--- src/rtl/led_seq_defs.sv ---
// Shared definitions for the LED sequencer: register word indices, mode encodings
// and the LED reset pattern.
package led_seq_defs;

    localparam logic [3:0] REG_CTRL   = 4'd0;
    localparam logic [3:0] REG_PERIOD = 4'd1;
    localparam logic [3:0] REG_STATIC = 4'd2;
    localparam logic [3:0] REG_LEN    = 4'd3;
    localparam logic [3:0] REG_STATUS = 4'd4;

    localparam logic [7:0] LED_RESET = 8'hFF;

    typedef enum logic [1:0] {
        MODE_STATIC = 2'd0,
        MODE_ROTATE = 2'd1,
        MODE_BLINK  = 2'd2,
        MODE_TABLE  = 2'd3
    } mode_t;

    function automatic logic [7:0] rotl8(input logic [7:0] v);
        return {v[6:0], v[7]};
    endfunction

endpackage

--- src/rtl/led_step_timer.sv ---
// Step timer: counts 0..period while enabled and flags the terminal cycle as a step.
module led_step_timer #(
    parameter int PW = 24
) (
    input  logic          clk,
    input  logic          rst,
    input  logic          clear,
    input  logic          en,
    input  logic [PW-1:0] period,
    output logic          step
);

    logic [PW-1:0] count_reg;

    assign step = en && (count_reg == period);

    // Count resets after the step cycle, so PERIOD=0 steps on every edge.
    always_ff @(negedge clk) begin
        if (rst || clear || !en || step) begin
            count_reg <= '0;
        end else begin
            count_reg <= count_reg + 1'b1;
        end
    end

endmodule

--- src/rtl/led_sequencer.sv ---
// Memory-mapped LED pattern sequencer: static, rotate, blink and table modes,
// stepped by a programmable period. State advances on the falling clock edge.
module led_sequencer
    import led_seq_defs::*;
#(
    parameter int PW = 24
) (
    input  logic        clk,
    input  logic        rst,
    input  logic        de,
    input  logic [31:0] daddr,
    input  logic        drw,
    input  logic [31:0] din,
    output logic [31:0] dout,
    output logic [7:0]  leds
);

    logic          ctrl_en_reg;
    mode_t         ctrl_mode_reg;
    logic [PW-1:0] period_reg;
    logic [7:0]    static_reg;
    logic [2:0]    len_reg;
    logic [2:0]    idx_reg;
    logic [2:0]    idx_next;
    logic [7:0]    leds_reg;
    logic [7:0]    leds_next;
    logic [7:0][7:0] table_val;

    logic [3:0] widx;
    logic       wr_en;
    logic       ctrl_wr;
    logic       period_wr;
    logic       static_wr;
    logic       len_wr;
    logic       table_wr;
    logic       restart;
    logic       step;
    logic       en_new;
    mode_t      mode_new;
    logic [7:0] static_new;
    logic [31:0] period_ext;
    logic        unused_bits;

    assign widx      = daddr[5:2];
    assign wr_en     = de && drw && !rst;
    assign ctrl_wr   = wr_en && (widx == REG_CTRL);
    assign period_wr = wr_en && (widx == REG_PERIOD);
    assign static_wr = wr_en && (widx == REG_STATIC);
    assign len_wr    = wr_en && (widx == REG_LEN);
    assign table_wr  = wr_en && widx[3];
    assign restart   = ctrl_wr || period_wr || len_wr;

    // Post-write register values, so a write's effect lands on the same edge.
    assign en_new     = ctrl_wr ? din[0] : ctrl_en_reg;
    assign mode_new   = ctrl_wr ? mode_t'(din[2:1]) : ctrl_mode_reg;
    assign static_new = static_wr ? din[7:0] : static_reg;

    assign unused_bits = ^{daddr[31:6], daddr[1:0], din};

    led_step_timer #(.PW(PW)) u_timer (
        .clk    (clk),
        .rst    (rst),
        .clear  (restart),
        .en     (ctrl_en_reg),
        .period (period_reg),
        .step   (step)
    );

    genvar gi;
    generate
        for (gi = 0; gi < 8; gi++) begin : g_table
            logic [7:0] entry_reg;
            always_ff @(negedge clk) begin
                if (rst) begin
                    entry_reg <= '0;
                end else if (table_wr && (widx[2:0] == 3'(gi))) begin
                    entry_reg <= din[7:0];
                end
            end
            assign table_val[gi] = entry_reg;
        end
    endgenerate

    // Any effective register write wins over a coinciding step.
    always_comb begin
        leds_next = leds_reg;
        idx_next  = idx_reg;
        if (!en_new) begin
            leds_next = static_new;
            idx_next  = 3'd0;
        end else if (restart) begin
            idx_next  = 3'd0;
            leds_next = (mode_new == MODE_TABLE) ? table_val[0] : static_new;
        end else if (static_wr) begin
            if (ctrl_mode_reg != MODE_TABLE) begin
                leds_next = din[7:0];
            end
        end else if (table_wr) begin
            if (ctrl_mode_reg == MODE_TABLE && widx[2:0] == idx_reg) begin
                leds_next = din[7:0];
            end
        end else if (step) begin
            case (ctrl_mode_reg)
                MODE_ROTATE: leds_next = rotl8(leds_reg);
                MODE_BLINK:  leds_next = (leds_reg == 8'h00) ? static_reg : 8'h00;
                MODE_TABLE: begin
                    idx_next  = (idx_reg == len_reg) ? 3'd0 : idx_reg + 3'd1;
                    leds_next = table_val[idx_next];
                end
                default: ;
            endcase
        end
    end

    always_ff @(negedge clk) begin
        if (rst) begin
            ctrl_en_reg   <= 1'b0;
            ctrl_mode_reg <= MODE_STATIC;
            period_reg    <= '0;
            static_reg    <= LED_RESET;
            len_reg       <= 3'd0;
            idx_reg       <= 3'd0;
            leds_reg      <= LED_RESET;
        end else begin
            if (ctrl_wr) begin
                ctrl_en_reg   <= din[0];
                ctrl_mode_reg <= mode_t'(din[2:1]);
            end
            if (period_wr) begin
                period_reg <= din[PW-1:0];
            end
            if (static_wr) begin
                static_reg <= din[7:0];
            end
            if (len_wr) begin
                len_reg <= din[2:0];
            end
            idx_reg  <= idx_next;
            leds_reg <= leds_next;
        end
    end

    assign leds = leds_reg;

    always_comb begin
        period_ext = '0;
        period_ext[PW-1:0] = period_reg;
    end

    // STATUS keeps idx above the running bit so it never overlaps the LED byte.
    always_comb begin
        dout = 32'h0;
        if (de) begin
            case (widx)
                REG_CTRL:   dout = {29'd0, ctrl_mode_reg, ctrl_en_reg};
                REG_PERIOD: dout = period_ext;
                REG_STATIC: dout = {24'd0, static_reg};
                REG_LEN:    dout = {29'd0, len_reg};
                REG_STATUS: dout = {17'd0, idx_reg, 3'd0, ctrl_en_reg, leds_reg};
                default: begin
                    if (widx[3]) begin
                        dout = {24'd0, table_val[widx[2:0]]};
                    end
                end
            endcase
        end
    end

endmodule
--- config.mk ---
export PLATFORM = sky130hd
export DESIGN_NAME = led_sequencer
export DESIGN_NICKNAME = d
export VERILOG_FILES = /design/src/rtl/led_seq_defs.sv /design/src/rtl/led_step_timer.sv /design/src/rtl/led_sequencer.sv
export SDC_FILE = /design/constraint.sdc
export NUM_CORES = 1
export LEC_CHECK = 0
export ABC_AREA = 1
export BUFFER_PORTS_ARGS = -buffer_cell sky130_fd_sc_hd__buf_2
export CAP_MARGIN = 20
export CORE_MARGIN = 2
export CORE_UTILIZATION = 45
export DETAILED_ROUTE_END_ITERATION = 6
export PLACE_DENSITY = 0.74
export SYNTH_ARGS = -nofsm -noshare
export SYNTH_HDL_FRONTEND = slang
export SYNTH_SLANG_ARGS = --single-unit
--- constraint.sdc ---
create_clock -name clk -period 2 [get_ports clk]
set_input_delay 0.3 -clock clk [delete_from_list [all_inputs] [get_ports clk]]
set_output_delay 0.3 -clock clk [all_outputs]
set_load 0.005 [all_outputs]
After elaboration in Yosys (flattened, before gate mapping)
Index checks and enable logic that the tools add are counted.

Register bits: 137. Input bits: 68. Output and inout bits: 40. Word-level logic and storage cells: 97.

$add $sub $neg: 2. $lt $le $gt $ge: 2. Equal/unequal tests: 23. Muxes and demuxes: 21. Bitwise logic cells: 3. Reductions and logical operators: 30.

Operators with widths (number): one-hot mux 24 bit (5 select lines) (1); two-way mux 8 bit (13); binary-select mux 8 bit (select 3 bit) (2); adder 24 x 1 -> 24 bit, second input constant (1); == test 24 bit (1); two-way mux 24 bit (1); one-hot mux 8 bit (3 select lines) (1); logical AND 1 bit (17); == test 3 bit, second input constant (4); != test 5 x 3 -> 1 bit, second input constant (2); == test 4 x 2 -> 1 bit, second input constant (2); zero test 8 bit (1); < comparator 3 x 4 -> 1 bit, second input constant (2); AND reduction 4 bit (2); != test 7 x 3 -> 1 bit, second input constant (1); == test 2 bit, second input constant (3); == test 3 x 2 -> 1 bit, second input constant (2); == test 3 bit (2); logical OR 1 bit (5); == test 4 x 1 -> 1 bit, second input constant (1); == test 4 x 3 -> 1 bit, second input constant (1); zero test 4 bit (1); != test 4 x 2 -> 1 bit, second input constant (1); adder 3 x 1 -> 3 bit, second input constant (1); other kinds (10) (13).

Depth between registers and ports, before layout
Depth after elaboration: 10. Depth in mapped cells: 16. Gate-level depth less buffers: 15.

Cells and area by module
From an unflattened synthesis, not the netlist that was laid out.

Cell total of the unflattened synthesis: 1235. Area total of the unflattened synthesis: 8111.5 um2.

Modules (own cells, without submodules): led_sequencer (times used 1, cells each 938, area an instance 6339.8 um2, seq. area each 2262.2 um2); led_step_timer (times used 1, cells each 297, area an instance 1771.7 um2, seq. area each 480.5 um2).

==> results_dict.tcl <==
set metrics [dict create \
    status "finished with violations" \
    violations "design-rule violations, negative setup slack" \
    dieArea_sq_um 18800 \
    antenna_found_initial 2 \
    hp-class "reg -> reg" \
    routed_via_density 6.20 \
    port_buffers 63 \
    synth-edff-count 0 \
    first_iter_violations 1829 \
    grtUsageTotal 0.357 \
    syn2layout_area_growth_pct 63.4 \
    crit_path_start_kind "flip-flop" \
    vias 11400 \
    setup-violations-final 163 \
    async_flop_share 0 \
    ir_worst_vdd_mv 0.674 \
    grt_pass1_vias 10300 \
    critPathRequiredTime_ns 1.70 \
    crit_start "static_reg[6]" \
    fin_skew_ns 0.0898 \
    drcViolationCount 11 \
    p_leak_nw 5.94 \
    crit_fanout 2 \
    gr-total-overflow 0 \
    synth_seq_cells 137 \
    die_y_microns 137 \
    placementRows 48 \
    synthXorXnorAreaFrac 0.0208 \
    die_x_microns 137 \
    hp-start "period_reg[9]" \
    numClockSinks 137 \
    yosysSeqAreaShare 0.343 \
    slew_violations 0 \
    syn_area_sq_um 8000 \
    antenna_cells 0 \
    largest_reg_flops 64 \
    wl_per_cell_microns 22.0 \
    coreArea_sq_um 17400 \
    max_stage_delay_ns 0.37 \
    hpwl_microns 21200 \
    synth_top_family_by_area "simple AND/OR/NAND/NOR gates" \
    worst_slew_pin_slew_ns 0.510 \
    totalWireLength_microns 40300 \
    avgSynthCellArea_sq_um 6.86 \
    clockBufferDepth 2 \
    hold_viol 0 \
    synthFlopType "dfxtp_1" \
    p_per_area_nw_per_um2 618 \
    cts_tree "built" \
    critPathCaptureType "output port" \
    worst_r2r_path_depth 17 \
    synth_cell_types 52 \
    firstDrtPassIters 7 \
    critPathKind "reg -> out" \
    cts-buffers-inserted 17 \
    endpoint "dout[6]" \
    clk_latency_ns 0.55 \
    arrival_ns 2.81 \
    finalWorstSetupSlack_ns -1.11 \
    r2r-start "len_reg[0]" \
    cts_max_level 4 \
    rsz0062_at_grt "true" \
    maxCapViolCount 0 \
    worstPathCellList "inv_1 > o22ai_1 > a21oi_1 > o21ai_1 > buf_2" \
    path_clk_slew_ns 0.11 \
    yosysWarnings 0 \
    synth_compound_gate_area_share 0.215 \
    regToRegEndpoint "leds[4]" \
    num_io_pins 108 \
    yosys.area_share.simple 0.315 \
    gp_routability_congestion 0.938 \
    nNetsFinal 1664 \
    r2r_slack_ns -0.46 \
    grt_pass1_wl_microns 51500 \
    cts_root_buffer "clkbuf_16" \
    drive_gt1_frac 0.405 \
    grt_max_degree 66 \
    max_slew_margin 0.660 \
    setup_tns_ns -48.27 \
    syn_inst 1165 \
    drtAntennaViolNets 0 \
    slowest_stage "dfxtp_1" \
    start_util 0.461 \
    final_util 0.753 \
    yosys-mux-area-fraction 0 \
    synthAdderAreaFrac 0.00313 \
]
## logic make-up after synthesis
group           Yosys count
compound gates          291
other cells               1
flops                   137
fa+ha+maj                 2
buf+inv                 183
xor+xnor                 19
simple gates            532
## cell usage after synthesis, drive strengths merged, types with 2 or more instances
| cell type | n | area share |
|---|---|---|
| a211oi | 7 | 0.0066 |
| a21oi | 106 | 0.071 |
| a21boi | 8 | 0.0075 |
| nor4 | 8 | 0.0070 |
| nand3 | 118 | 0.076 |
| o22ai | 9 | 0.0070 |
| nor2 | 61 | 0.047 |
| inv | 117 | 0.057 |
| xor2 | 11 | 0.012 |
| nand2 | 290 | 0.14 |
| or2 | 7 | 0.0055 |
| xnor2 | 8 | 0.0088 |
| a221o | 2 | 0.0025 |
| ha | 2 | 0.0031 |
| clkbuf | 23 | 0.011 |
| o2111ai | 2 | 0.0022 |
| nand4 | 10 | 0.0078 |
| o31ai | 23 | 0.022 |
| o21a | 3 | 0.0031 |
| dfxtp | 137 | 0.34 |
| o21ai | 102 | 0.064 |
| a22oi | 25 | 0.023 |
| clkinv | 4 | 0.0019 |
| buf | 39 | 0.033 |
| nor3 | 37 | 0.026 |
## metrics by stage
stage	area, sq um	setup slack [ns]	hold slack (ns)	std cells	total power, mW
2_1_floorplan	8210	-0.615	0.437	1172	3.50
3_3_place_gp	10200	-0.813	0.456	1606	3.78
3_5_place_dp	10200	-0.864	0.461	1606	3.79
4_1_cts	12100	-0.885	0.469	1804	7.72
5_1_grt	13100	-1.04	0.478	1832	8.34
6_report	13100	-1.11	0.470	1832	8.08
## where the power goes
| part | switching (mW) | internal [mW] |
|---|---|---|
| clock | 2.53 | 2.02 |
| combinational | 0.478 | 0.276 |
| sequential | 0.0130 | 2.76 |
## worst max-delay path, delay by kind of cell (launching register included)
| family | cells | cell delay [ns] |
|---|---|---|
| flip-flops | 1 | 0.37 |
| buffers and inverters | 2 | 0.23 |
| AO/OA/AOI/OAI | 3 | 0.68 |
## layer usage
metal / global-route usage / share of wire / up-vias
met4: 0.265 / 0.095 / 4
met5: 0 / 0.00060 / -
met1: 0.386 / 0.33 / 5114
li1: - / - / 4804
met2: 0.580 / 0.45 / 1069
met3: 0.118 / 0.12 / 372
## how the worst min path moves through the flow
stage	slack, ns	endpoint	depth (start not counted)
CTS	0.47	g_table[7].entry_reg[1]	2
floorplan	0.44	u_timer.count_reg[0]	1
detailed placement	0.46	g_table[7].entry_reg[1]	2
global route	0.48	period_reg[9]	2
global placement	0.46	g_table[7].entry_reg[1]	2
finish	0.47	period_reg[9]	2
## layout make-up
class	count	area [sq um]
Inverter	120	500
Sequential cell	137	2780
Multi-Input combinational cell	856	5500
Clock inverter	152	657
Clock buffer	17	425
Timing Repair Buffer	325	2920
Tap cell	225	282
Fill cell	1096	4290
## cell usage in the layout, fill, tap and decap left out, drive strengths merged
master	n
xnor2	8
nor4	8
inv	261
nand4	10
xor2	11
buf	319
o22ai	9
nor3	37
o21a	3
a22oi	25
nand3	118
or2	7
a31oi	1
o211ai	1
o21ai	102
nor2	62
a41oi	1
clkinvlp	1
clkbuf	23
a211oi	7
nand2	293
conb	8
a21oi	106
nor3b	1
a221oi	1
a221o	2
ha	2
clkinv	10
a21boi	8
dfxtp	137
o31ai	23
o2111ai	2
## what timing repair did
action	CTS	global route
hold buffers	0	0
pin swaps	55	39
cloned	7	7
resized for setup	199	200
endpoints found under the setup margin	157	158
setup buffers	24	32
(Power assumes the default switching activity.)
